[config.mk]
export PLATFORM = sky130hd
export DESIGN_NAME = hermes_vc_buffer
export DESIGN_NICKNAME = d
export VERILOG_FILES = /design/src/rtl/hermes_vc_pkg.sv /design/src/rtl/hermes_vc_fifo.sv /design/src/rtl/hermes_vc_buffer.sv
export SDC_FILE = /design/constraint.sdc
export NUM_CORES = 1
export LEC_CHECK = 0
export ABC_CLOCK_PERIOD_IN_PS = 5400
export CELL_PAD_IN_SITES_DETAIL_PLACEMENT = 0
export CELL_PAD_IN_SITES_GLOBAL_PLACEMENT = 1
export CORE_MARGIN = 4
export CORE_UTILIZATION = 42
export DETAILED_ROUTE_END_ITERATION = 10
export GPL_ROUTABILITY_DRIVEN = 1
export PLACE_DENSITY_LB_ADDON = 0.1
export SLEW_MARGIN = 20
export SYNTH_ARGS = -nofsm -noshare
export SYNTH_HDL_FRONTEND = slang
export SYNTH_SLANG_ARGS = --single-unit
[constraint.sdc]
create_clock -name clk_i -period 5.4 [get_ports clk_i]
set_input_delay 1.08 -clock clk_i [delete_from_list [all_inputs] [get_ports clk_i]]
set_output_delay 1.08 -clock clk_i [all_outputs]
set_load 0.05 [all_outputs]
[src/rtl/hermes_vc_pkg.sv]
// rtl/hermes_vc_pkg.sv - shared types for the Hermes virtual-channel input buffer
package hermes_vc_pkg;

  // Per-VC packet state, one-hot so each output decodes from a single bit
  typedef enum logic [2:0] {
    VC_INIT    = 3'b001,
    VC_REQ     = 3'b010,
    VC_PAYLOAD = 3'b100
  } vc_state_e;

endpackage

[src/rtl/hermes_vc_fifo.sv]
// rtl/hermes_vc_fifo.sv - circular FIFO holding one virtual channel's {eop, flit} entries
module hermes_vc_fifo #(
  parameter int DEPTH = 8,
  parameter int WIDTH = 33
) (
  input  logic             clk_i,
  input  logic             rst_ni,
  input  logic             wr_i,
  input  logic [WIDTH-1:0] wdata_i,
  input  logic             rd_i,
  output logic [WIDTH-1:0] rdata_o,
  output logic             full_o,
  output logic             empty_o
);

  localparam int AW = $clog2(DEPTH);

  // The extra MSB on each pointer tells full from empty when the low bits match
  logic [AW:0]      wr_ptr_q;
  logic [AW:0]      rd_ptr_q;
  logic [WIDTH-1:0] mem_q [DEPTH];
  logic             do_wr;
  logic             do_rd;

  assign empty_o = (wr_ptr_q == rd_ptr_q);
  assign full_o  = (wr_ptr_q[AW] != rd_ptr_q[AW]) &&
                   (wr_ptr_q[AW-1:0] == rd_ptr_q[AW-1:0]);
  assign do_wr   = wr_i && !full_o;
  assign do_rd   = rd_i && !empty_o;
  assign rdata_o = mem_q[rd_ptr_q[AW-1:0]];

  // Advance pointers; reset empties the FIFO without touching storage
  always_ff @(posedge clk_i or negedge rst_ni) begin
    if (!rst_ni) begin
      wr_ptr_q <= '0;
      rd_ptr_q <= '0;
    end else begin
      if (do_wr) wr_ptr_q <= wr_ptr_q + 1'b1;
      if (do_rd) rd_ptr_q <= rd_ptr_q + 1'b1;
    end
  end

  // Storage array, written at the tail slot
  always_ff @(posedge clk_i) begin
    if (do_wr) mem_q[wr_ptr_q[AW-1:0]] <= wdata_i;
  end

endmodule

[src/rtl/hermes_vc_buffer.sv]
// rtl/hermes_vc_buffer.sv - Hermes input buffer with per-VC FIFOs, packet FSMs and flit-level round-robin output
module hermes_vc_buffer
  import hermes_vc_pkg::*;
#(
  parameter int NUM_VC      = 2,
  parameter int BUFFER_SIZE = 8,
  parameter int FLIT_SIZE   = 32,
  localparam int VC_W       = $clog2(NUM_VC)
) (
  input  logic                 clk_i,
  input  logic                 rst_ni,
  input  logic                 rx_i,
  input  logic [VC_W-1:0]      vc_i,
  input  logic                 eop_i,
  input  logic [FLIT_SIZE-1:0] data_i,
  output logic [NUM_VC-1:0]    credit_o,
  output logic                 data_av_o,
  output logic [VC_W-1:0]      vc_o,
  output logic                 eop_o,
  output logic [FLIT_SIZE-1:0] data_o,
  input  logic                 data_ack_i,
  output logic [NUM_VC-1:0]    req_o,
  input  logic [NUM_VC-1:0]    req_ack_i,
  output logic [NUM_VC-1:0]    sending_o
);

  logic [NUM_VC-1:0] full;
  logic [NUM_VC-1:0] empty;
  logic [NUM_VC-1:0] wr_en;
  logic [NUM_VC-1:0] pop;
  logic [NUM_VC-1:0] eligible;
  logic [FLIT_SIZE:0] head [NUM_VC];
  vc_state_e          state_q [NUM_VC];
  vc_state_e          state_d [NUM_VC];
  logic [VC_W-1:0]    rr_ptr_q;
  logic [VC_W-1:0]    sel;
  logic [VC_W-1:0]    arb_idx;
  logic               found;
  logic               handshake;

  for (genvar g = 0; g < NUM_VC; g++) begin : g_vc
    assign wr_en[g] = rx_i && (vc_i == VC_W'(g)) && !full[g];

    hermes_vc_fifo #(
      .DEPTH (BUFFER_SIZE),
      .WIDTH (FLIT_SIZE + 1)
    ) u_fifo (
      .clk_i   (clk_i),
      .rst_ni  (rst_ni),
      .wr_i    (wr_en[g]),
      .wdata_i ({eop_i, data_i}),
      .rd_i    (pop[g]),
      .rdata_o (head[g]),
      .full_o  (full[g]),
      .empty_o (empty[g])
    );
  end

  assign credit_o = ~full;

  // Per-VC packet state registers
  always_ff @(posedge clk_i or negedge rst_ni) begin
    if (!rst_ni) begin
      for (int v = 0; v < NUM_VC; v++) state_q[v] <= VC_INIT;
    end else begin
      for (int v = 0; v < NUM_VC; v++) state_q[v] <= state_d[v];
    end
  end

  // Packet lifecycle: wait for a flit, request a route, stream until the eop flit leaves
  always_comb begin
    for (int v = 0; v < NUM_VC; v++) begin
      state_d[v] = state_q[v];
      unique case (state_q[v])
        VC_INIT:    if (!empty[v])                        state_d[v] = VC_REQ;
        VC_REQ:     if (req_ack_i[v])                     state_d[v] = VC_PAYLOAD;
        VC_PAYLOAD: if (pop[v] && head[v][FLIT_SIZE])     state_d[v] = VC_INIT;
        default:                                          state_d[v] = VC_INIT;
      endcase
    end
  end

  // Decode per-VC status; a VC in payload with an empty FIFO simply waits
  always_comb begin
    req_o     = '0;
    sending_o = '0;
    eligible  = '0;
    for (int v = 0; v < NUM_VC; v++) begin
      req_o[v]     = (state_q[v] == VC_REQ);
      sending_o[v] = (state_q[v] == VC_PAYLOAD);
      eligible[v]  = (state_q[v] == VC_PAYLOAD) && !empty[v];
    end
  end

  // Round-robin pick: first eligible VC at or above rr_ptr, wrapping
  always_comb begin
    sel     = rr_ptr_q;
    found   = 1'b0;
    arb_idx = '0;
    for (int i = 0; i < NUM_VC; i++) begin
      arb_idx = rr_ptr_q + VC_W'(i);
      if (!found && eligible[arb_idx]) begin
        sel   = arb_idx;
        found = 1'b1;
      end
    end
  end

  assign data_av_o = |eligible;
  assign handshake = data_av_o && data_ack_i;
  assign data_o    = head[sel][FLIT_SIZE-1:0];
  assign eop_o     = head[sel][FLIT_SIZE];
  assign vc_o      = sel;

  // Pop only the selected VC on a handshake
  always_comb begin
    pop = '0;
    for (int v = 0; v < NUM_VC; v++) pop[v] = handshake && (sel == VC_W'(v));
  end

  // Move priority past the VC just served so flits interleave
  always_ff @(posedge clk_i or negedge rst_ni) begin
    if (!rst_ni)        rr_ptr_q <= '0;
    else if (handshake) rr_ptr_q <= sel + 1'b1;
  end

endmodule

Yosys cells after proc, flatten, opt, wreduce, memory -nomap -nowiden
Memories as Yosys holds them, arrays and structs flattened.
Cells that the tools add are included.
Storage, ports and cells
  bits in latches: 0
  RAM bits: 528
  ROM bits: 0
  output and inout port bits: 41
  flip-flop bits (word level): 23
  logic and storage cells: 87
  memories: 2
Memories
  g_vc[0].u_fifo.mem_q: depth 8, bits a word 33, rd ports 1, clocked after memory_dff 0, write ports 1, line hermes_vc_fifo.sv:21  | logic [WIDTH-1:0] mem_q [DEPTH];
  g_vc[1].u_fifo.mem_q: depth 8, bits a word 33, rd ports 1, clocked after memory_dff 0, write ports 1, line hermes_vc_fifo.sv:21
Cells by class
  reduce and logical (&&, ||, !) cells: 26
  divide/modulo/power cells: 0
  equality and inequality tests: 18
  $lt $le $gt $ge: 3
  multiply operators: 0
  add/subtract/negate cells: 6
  bitwise logic cells: 4
  shift-type cells: 0
  multiplexer cells: 21
Operators by type and width (number)
  2-to-1 mux 33 bit: 3
  logical AND 1 bit: 18
  2-to-1 mux 3 bit: 6
  case mux 3 bit (3 select lines): 2
  adder 4 x 1 -> 4 bit (second input constant): 4
  2-to-1 mux 1 bit: 10
  == test 4 bit: 2
  inequality test 2 x 1 -> 1 bit (second input constant): 4
  == test 3 x 1 -> 1 bit (second input constant): 2
  == test 3 x 2 -> 1 bit (second input constant): 2
  == test 3 bit: 2
  == test 3 bit (second input constant): 2
  AND reduction 3 bit: 2
  logical NOT 1 bit: 5
  less-than comparator 1 x 2 -> 1 bit (second input constant): 2
  inequality test 2 bit (second input constant): 2
  adder 1 bit (second input constant): 2
  >= comparator 2 bit (second input constant): 1
  inequality test 1 bit: 2
  NOT 1 bit: 2
  NOT 1 -> 2 bit: 1
  NOT 2 bit: 1
  OR reduction 2 bit: 1

Logic depth before layout (Yosys ltp)
  word-level depth: 14
  mapped depth: 8
  mapped depth without buffers: 5

By module
Synthesis repeated with hierarchy kept, for this count alone.
Unflattened totals
  cells, all modules: 962
  area total of the unflattened synthesis: 22044.9 um^2
Modules (own cells, without submodules)
  hermes_vc_fifo: times used 2, area an instance 10533.9 um^2, cells an instance 441
  hermes_vc_buffer: times used 1, area an instance 977.2 um^2, cells an instance 80

Least setup slack after synthesis
No wires, ideal clock.
  path kind: flip-flop to flip-flop
  start: reg g_vc[0].u_fifo.wr_ptr_q[0]
  end: mem g_vc[0].u_fifo.mem_q[0][0] (enable)
  required time: 4.936 ns
  setup time: 0.464 ns
  stages on the path, launching flop included: 7
  slack: 0.913 ns
  data arrival time: 4.023 ns
  cells stage by stage: dfrtp_1 clkbuf_1 xnor2_2 nand4_1 nand3b_1 or2_2 nor3_1
On the way
  word-level cells in the longest chain between the ends: 7
RTL lines
  from (decl): line hermes_vc_fifo.sv:19  | logic [AW:0] wr_ptr_q;
  from (signal assigned): line hermes_vc_fifo.sv:38  | if (do_wr) wr_ptr_q <= wr_ptr_q + 1'b1;
  == test 3 bit: line hermes_vc_fifo.sv:27  | (wr_ptr_q[AW-1:0] == rd_ptr_q[AW-1:0]);
  logical AND 1 bit: line hermes_vc_fifo.sv:26  | assign full_o = (wr_ptr_q[AW] != rd_ptr_q[AW]) &&
  logical NOT 1 bit: line hermes_vc_fifo.sv:28, hermes_vc_buffer.sv:42
  logical AND 1 bit: line hermes_vc_buffer.sv:42  | assign wr_en[g] = rx_i && (vc_i == VC_W'(g)) && !full[g];
  logical AND 1 bit: line hermes_vc_fifo.sv:28  | assign do_wr = wr_i && !full_o;
  2-to-1 mux 1 bit: line hermes_vc_fifo.sv:45  | if (do_wr) mem_q[wr_ptr_q[AW-1:0]] <= wdata_i;
  2-to-1 mux 1 bit (implied by the code): line hermes_vc_fifo.sv:45
  to (decl): line hermes_vc_fifo.sv:21
Several ways; a longest one is shown, not always the timed one.

Worst setup path after layout
  start: reg g_vc[1].u_fifo.wr_ptr_q[2]
  end: out data_o[29]
On the way
  word-level cells in the longest chain between the ends: 13
  elaborated cells on any way between the ends: 15
  those cells by class: eq/ne (1); mux (9); bitwise (1); reduce/logical (4)
RTL lines
  from (decl): line hermes_vc_fifo.sv:19
  from (signal assigned): line hermes_vc_fifo.sv:38
  == test 4 bit (*): line hermes_vc_fifo.sv:25  | assign empty_o = (wr_ptr_q == rd_ptr_q);
  logical NOT 1 bit (*): line hermes_vc_buffer.sv:91  | eligible[v] = (state_q[v] == VC_PAYLOAD) && !empty[v];
  logical AND 1 bit (*): line hermes_vc_buffer.sv:91
  2-to-1 mux 1 bit (implied by the code) (2 in a row): line hermes_vc_buffer.sv:102  | if (!found && eligible[arb_idx]) begin
  2-to-1 mux 1 bit: line hermes_vc_buffer.sv:102
  logical NOT 1 bit: line hermes_vc_buffer.sv:102
  logical AND 1 bit (*): line hermes_vc_buffer.sv:102
  2-to-1 mux 1 bit (*): line hermes_vc_buffer.sv:102
  NOT 1 -> 2 bit (implied by the code) (*): line hermes_vc_buffer.sv:111  | assign data_o = head[sel][FLIT_SIZE-1:0];
  2-to-1 mux 33 bit (*) (3 in a row)
  to (decl): line hermes_vc_buffer.sv:20  | output logic [FLIT_SIZE-1:0] data_o,
Mark *: on every way between the ends. The rest lies on a longest branch, timed or not. The select of a mux whose other input is x is not followed.

==> summary.md <==
| Metric | Value |
|---|---|
| Status | complete, no violations |
| Fin crit share | 0.9005 |
| Final setup vio count | 0 |
| Die ar. | 54,600 um2 |
| First-pass GRT wire length | 67,770 um |
| CP Capture Type | output port |
| Clock transition at path regs | 0.06 ns |
| Worst-margin pin slew | 0.9049 ns |
| Worst reg-to-reg setup slack | 2.41 ns |
| Vias/cell | approximately 5.4 |
| Layout cells sized above 1 | 0.2541 |
| Area Overhead vs Synth | 16.90% |
| GPL Wtd Cong | about 0.68 |
| Worst r2r path cells | 6 |
| Clock sinks | 551 |
| Ys flop type | edfxtp_1 |
| # Post-CTS Setup Buffers | 0 |
| FMAX | between 200 and 250 MHz |
| Port buffer count | 80 |
| Number of top-level pins | just over 80 |
| Final wirelength | 45,930 um |
| Post-DP HPWL | 24,590 um |
| Cts hold-fix bufs | 0 |
| Pre-antenna DRT Iters | 4 |
| Largest family of logic cells by synthesized area | multiplexers |
| Initial antenna violation count | 0 |
| Critical path data required time | 4.32 ns |
| Final Non-Filler Cells | 1,778 |
| Starting density of the core | 0.4255 |
| Average size of a mapped cell | around 23 um2 |
| Die H | 233.7 um |
| Crit path largest cell delay | 0.87 ns |
| Fin area | 25,010 um2 |
| RR Startpoint | g_vc[0].u_fifo.rd_ptr_q[2]$_DFFE_PN0P_ |
| Final hold slack | between 0.4 and 0.5 ns |
| Critical-path cell list | xnor2_1 > and4b_1 > o21ai_2 > a21oi_4 > buf_4 > mux2i_1 > clkdlybuf4s50_1 |
| TritonCTS clock tree | built |
| Max layer used | met4 |
| Tot Pwr | 0.01256 W |
| Post-synthesis adder-cell area fraction | 0.002340 |
| Leakage | 7.929 nW |
| Ys async rst share | 0.04174 |
| Vias | approximately 9,600 |
| Met2 WL | 22,290 um |
| ANT nets after route | 0 |
| Largest net degree at the start of global routing | 70 |
| Crit path buf inv count | 2 |
| Worst-path cell with the longest stage delay | clkdlybuf4s50_1 |
| Antenna cells | 0 |
| CTS resizes | 0 |
| Core area | 50,270 um2 |
| Worst-path maximum fanout | 17 |
| Clock Tree Root | clkbuf_16 |
| Met3 WL | approximately 2000 um |
| Crit Path Category | flop to output port |
| Post-Syn Area | approximately 21,000 um2 |
| XOR/XNOR Fraction of Synth Area | 0.008949 |
| Setup TNS | 0 ns |
| H-Tree Depth | 2 |
| Worst IR Drop VDD | 413.4 uV |
| Clock Path Buffers | 3 |
| Post-synthesis mux area share | 0.1874 |
| Post-Place Cells | 1,672 |
| Complex-gate fraction of the synthesized area | 0.007838 |
| Die Width | around 230 um |
| Synth Area in Simple Gates | 0.01275 |
| Syn Nets | 980 |
| DP Area | 23,210 um2 |
| CTS Buf Count | just under 60 |
| Post-synth EDFFs | roughly 530 |
| Hold Violations, Final | 0 |
| Worst hold path type | input port to asynchronous set/reset pin |
| Tot GR Track Use | 0.1708 |
| Worst r2r dst | g_vc[0].u_fifo.mem_q[4][9]$_DFFE_PP_ |
| WL/cell | 25.83 um |
| Skew final | 0.01673 ns |
| Max Slew Vio Count | 0 |
| Slew HR | 0.3967 |
| # DRC | 0 |
| Starting DRT DRC Count | 798 |
| Library cells used by synthesis | 39 |
| M1 wire length | 20,920 um |
| Cell family with most CP delay | buffers and inverters |
| Final-stage net count | 1,104 |
| Mapped Cells | 936 |
| Overflow after GRT | 0 |
| RSZ-0062 raised after global routing | false |
| Minimum clock period | approximately 4.9 ns |
| Num rows | 82 |
| Sequential share of the synthesized area | 0.7682 |
| Pwr Density | 502.5 nW/um2 |
| Max-cap viol count | 0 |
| Number of global-route vias before repair | between 10,000 and 15,000 |
| Yosys reg bits | 551 |
| CP Data Arrival Time | 3.78 ns |
| Clock insertion delay at the later pin of the skew report | 0.61 ns |
| Crit start category | flop |
| Yosys Warn Count | 0 |
-- power by group --
| part | switching, W | internal [W] | total (W) |
|---|---|---|---|
| Sequential | 0.000147 | 0.00509 | 0.00524 |
| Clock | 0.00159 | 0.00218 | 0.00377 |
| Combinational | 0.00221 | 0.00134 | 0.00355 |
-- routing by layer --
metal	up-vias	GRT usage
met1	5197	0.2478
met3	53	0.02720
li1	4178	-
met4	0	0.04233
met2	191	0.2741
met5	-	0
-- registers in the layout (all words and copies together) (netlist names) --
register              count
state_q                   6
g_vc.u_fifo.mem_q       528
g_vc.u_fifo.rd_ptr_q      8
g_vc.u_fifo.wr_ptr_q      8
rr_ptr_q                  1
-- cell usage in the layout (no fill, tap or decap), types with 5 or more instances in the layout --
master / n
inv_1: 6
mux4_2: 132
clkbuf_1: 12
clkdlybuf4s50_1: 79
mux2i_1: 99
xor2_1: 8
clkinv_2: 10
xnor2_1: 12
edfxtp_1: 528
clkinv_1: 15
nand2_1: 9
nor2_4: 12
dfrtp_1: 15
clkbuf_16: 59
a21oi_1: 5
nand2b_1: 9
buf_4: 29
-- stage by stage --
stage	util	setup WS [ns]
3_5_place_dp	0.4616	1.074
4_1_cts	0.4974	0.4034
5_1_grt	0.4974	0.3518
6_report	0.4974	0.5374
3_3_place_gp	0.4617	1.067
2_1_floorplan	-	0.9127
-- layout make-up --
cell class / count / area, um2
clock buffers: 75 / 1577
clock inverters: 31 / 220.2
fillers: 4053 / 25270
inverters: 6 / 22.52
multi-input cells: 330 / 4801
flip-flops and latches: 551 / 16450
well taps: 672 / 840.8
repair buffers: 113 / 1094
-- cells by family (layout without fill, tap and decap cells) --
logic type	after synthesis	after routing
AOI/OAI and AO/OA	17	17
xor gates and xnor gates	21	21
adders and majority gates	4	4
buffers and inverters	55	225
DFF	551	551
muxes	235	235
and+or+nand+nor	53	53
-- Yosys cell counts, types with 4 or more instances --
cell type | count | area share
clkbuf_1 | 19 | 0.0033
nand2_1 | 9 | 0.0016
inv_1 | 6 | 0.0011
mux2i_1 | 99 | 0.046
nand2b_1 | 9 | 0.0026
a21oi_1 | 5 | 0.0012
edfxtp_1 | 528 | 0.74
nor2_1 | 16 | 0.0028
xor2_1 | 8 | 0.0033
buf_2 | 21 | 0.0049
nand4_1 | 4 | 0.0012
nor3_1 | 6 | 0.0014
xnor2_1 | 12 | 0.0049
dfrtp_1 | 21 | 0.025
ha_1 | 4 | 0.0023
mux4_2 | 132 | 0.14
-- worst max-delay path by stage --
| stage | from | to | slack (ns) | depth (start not counted) |
|---|---|---|---|---|
| 2_1_floorplan | g_vc[0].u_fifo.wr_ptr_q[0]$_DFFE_PN0P_ | g_vc[0].u_fifo.mem_q[0][0]$_DFFE_PP_ | 0.91 | 6 |
| 6_report | g_vc[1].u_fifo.wr_ptr_q[2]$_DFFE_PN0P_ | data_o[29] | 0.54 | 7 |
| 3_3_place_gp | g_vc[1].u_fifo.wr_ptr_q[2]$_DFFE_PN0P_ | data_o[29] | 1.07 | 7 |
| 3_5_place_dp | g_vc[1].u_fifo.wr_ptr_q[2]$_DFFE_PN0P_ | data_o[15] | 1.07 | 7 |
| 4_1_cts | g_vc[1].u_fifo.wr_ptr_q[2]$_DFFE_PN0P_ | data_o[15] | 0.40 | 7 |
| 5_1_grt | g_vc[1].u_fifo.wr_ptr_q[2]$_DFFE_PN0P_ | data_o[15] | 0.35 | 7 |
Note: power is estimated with default switching activity, not from simulation.
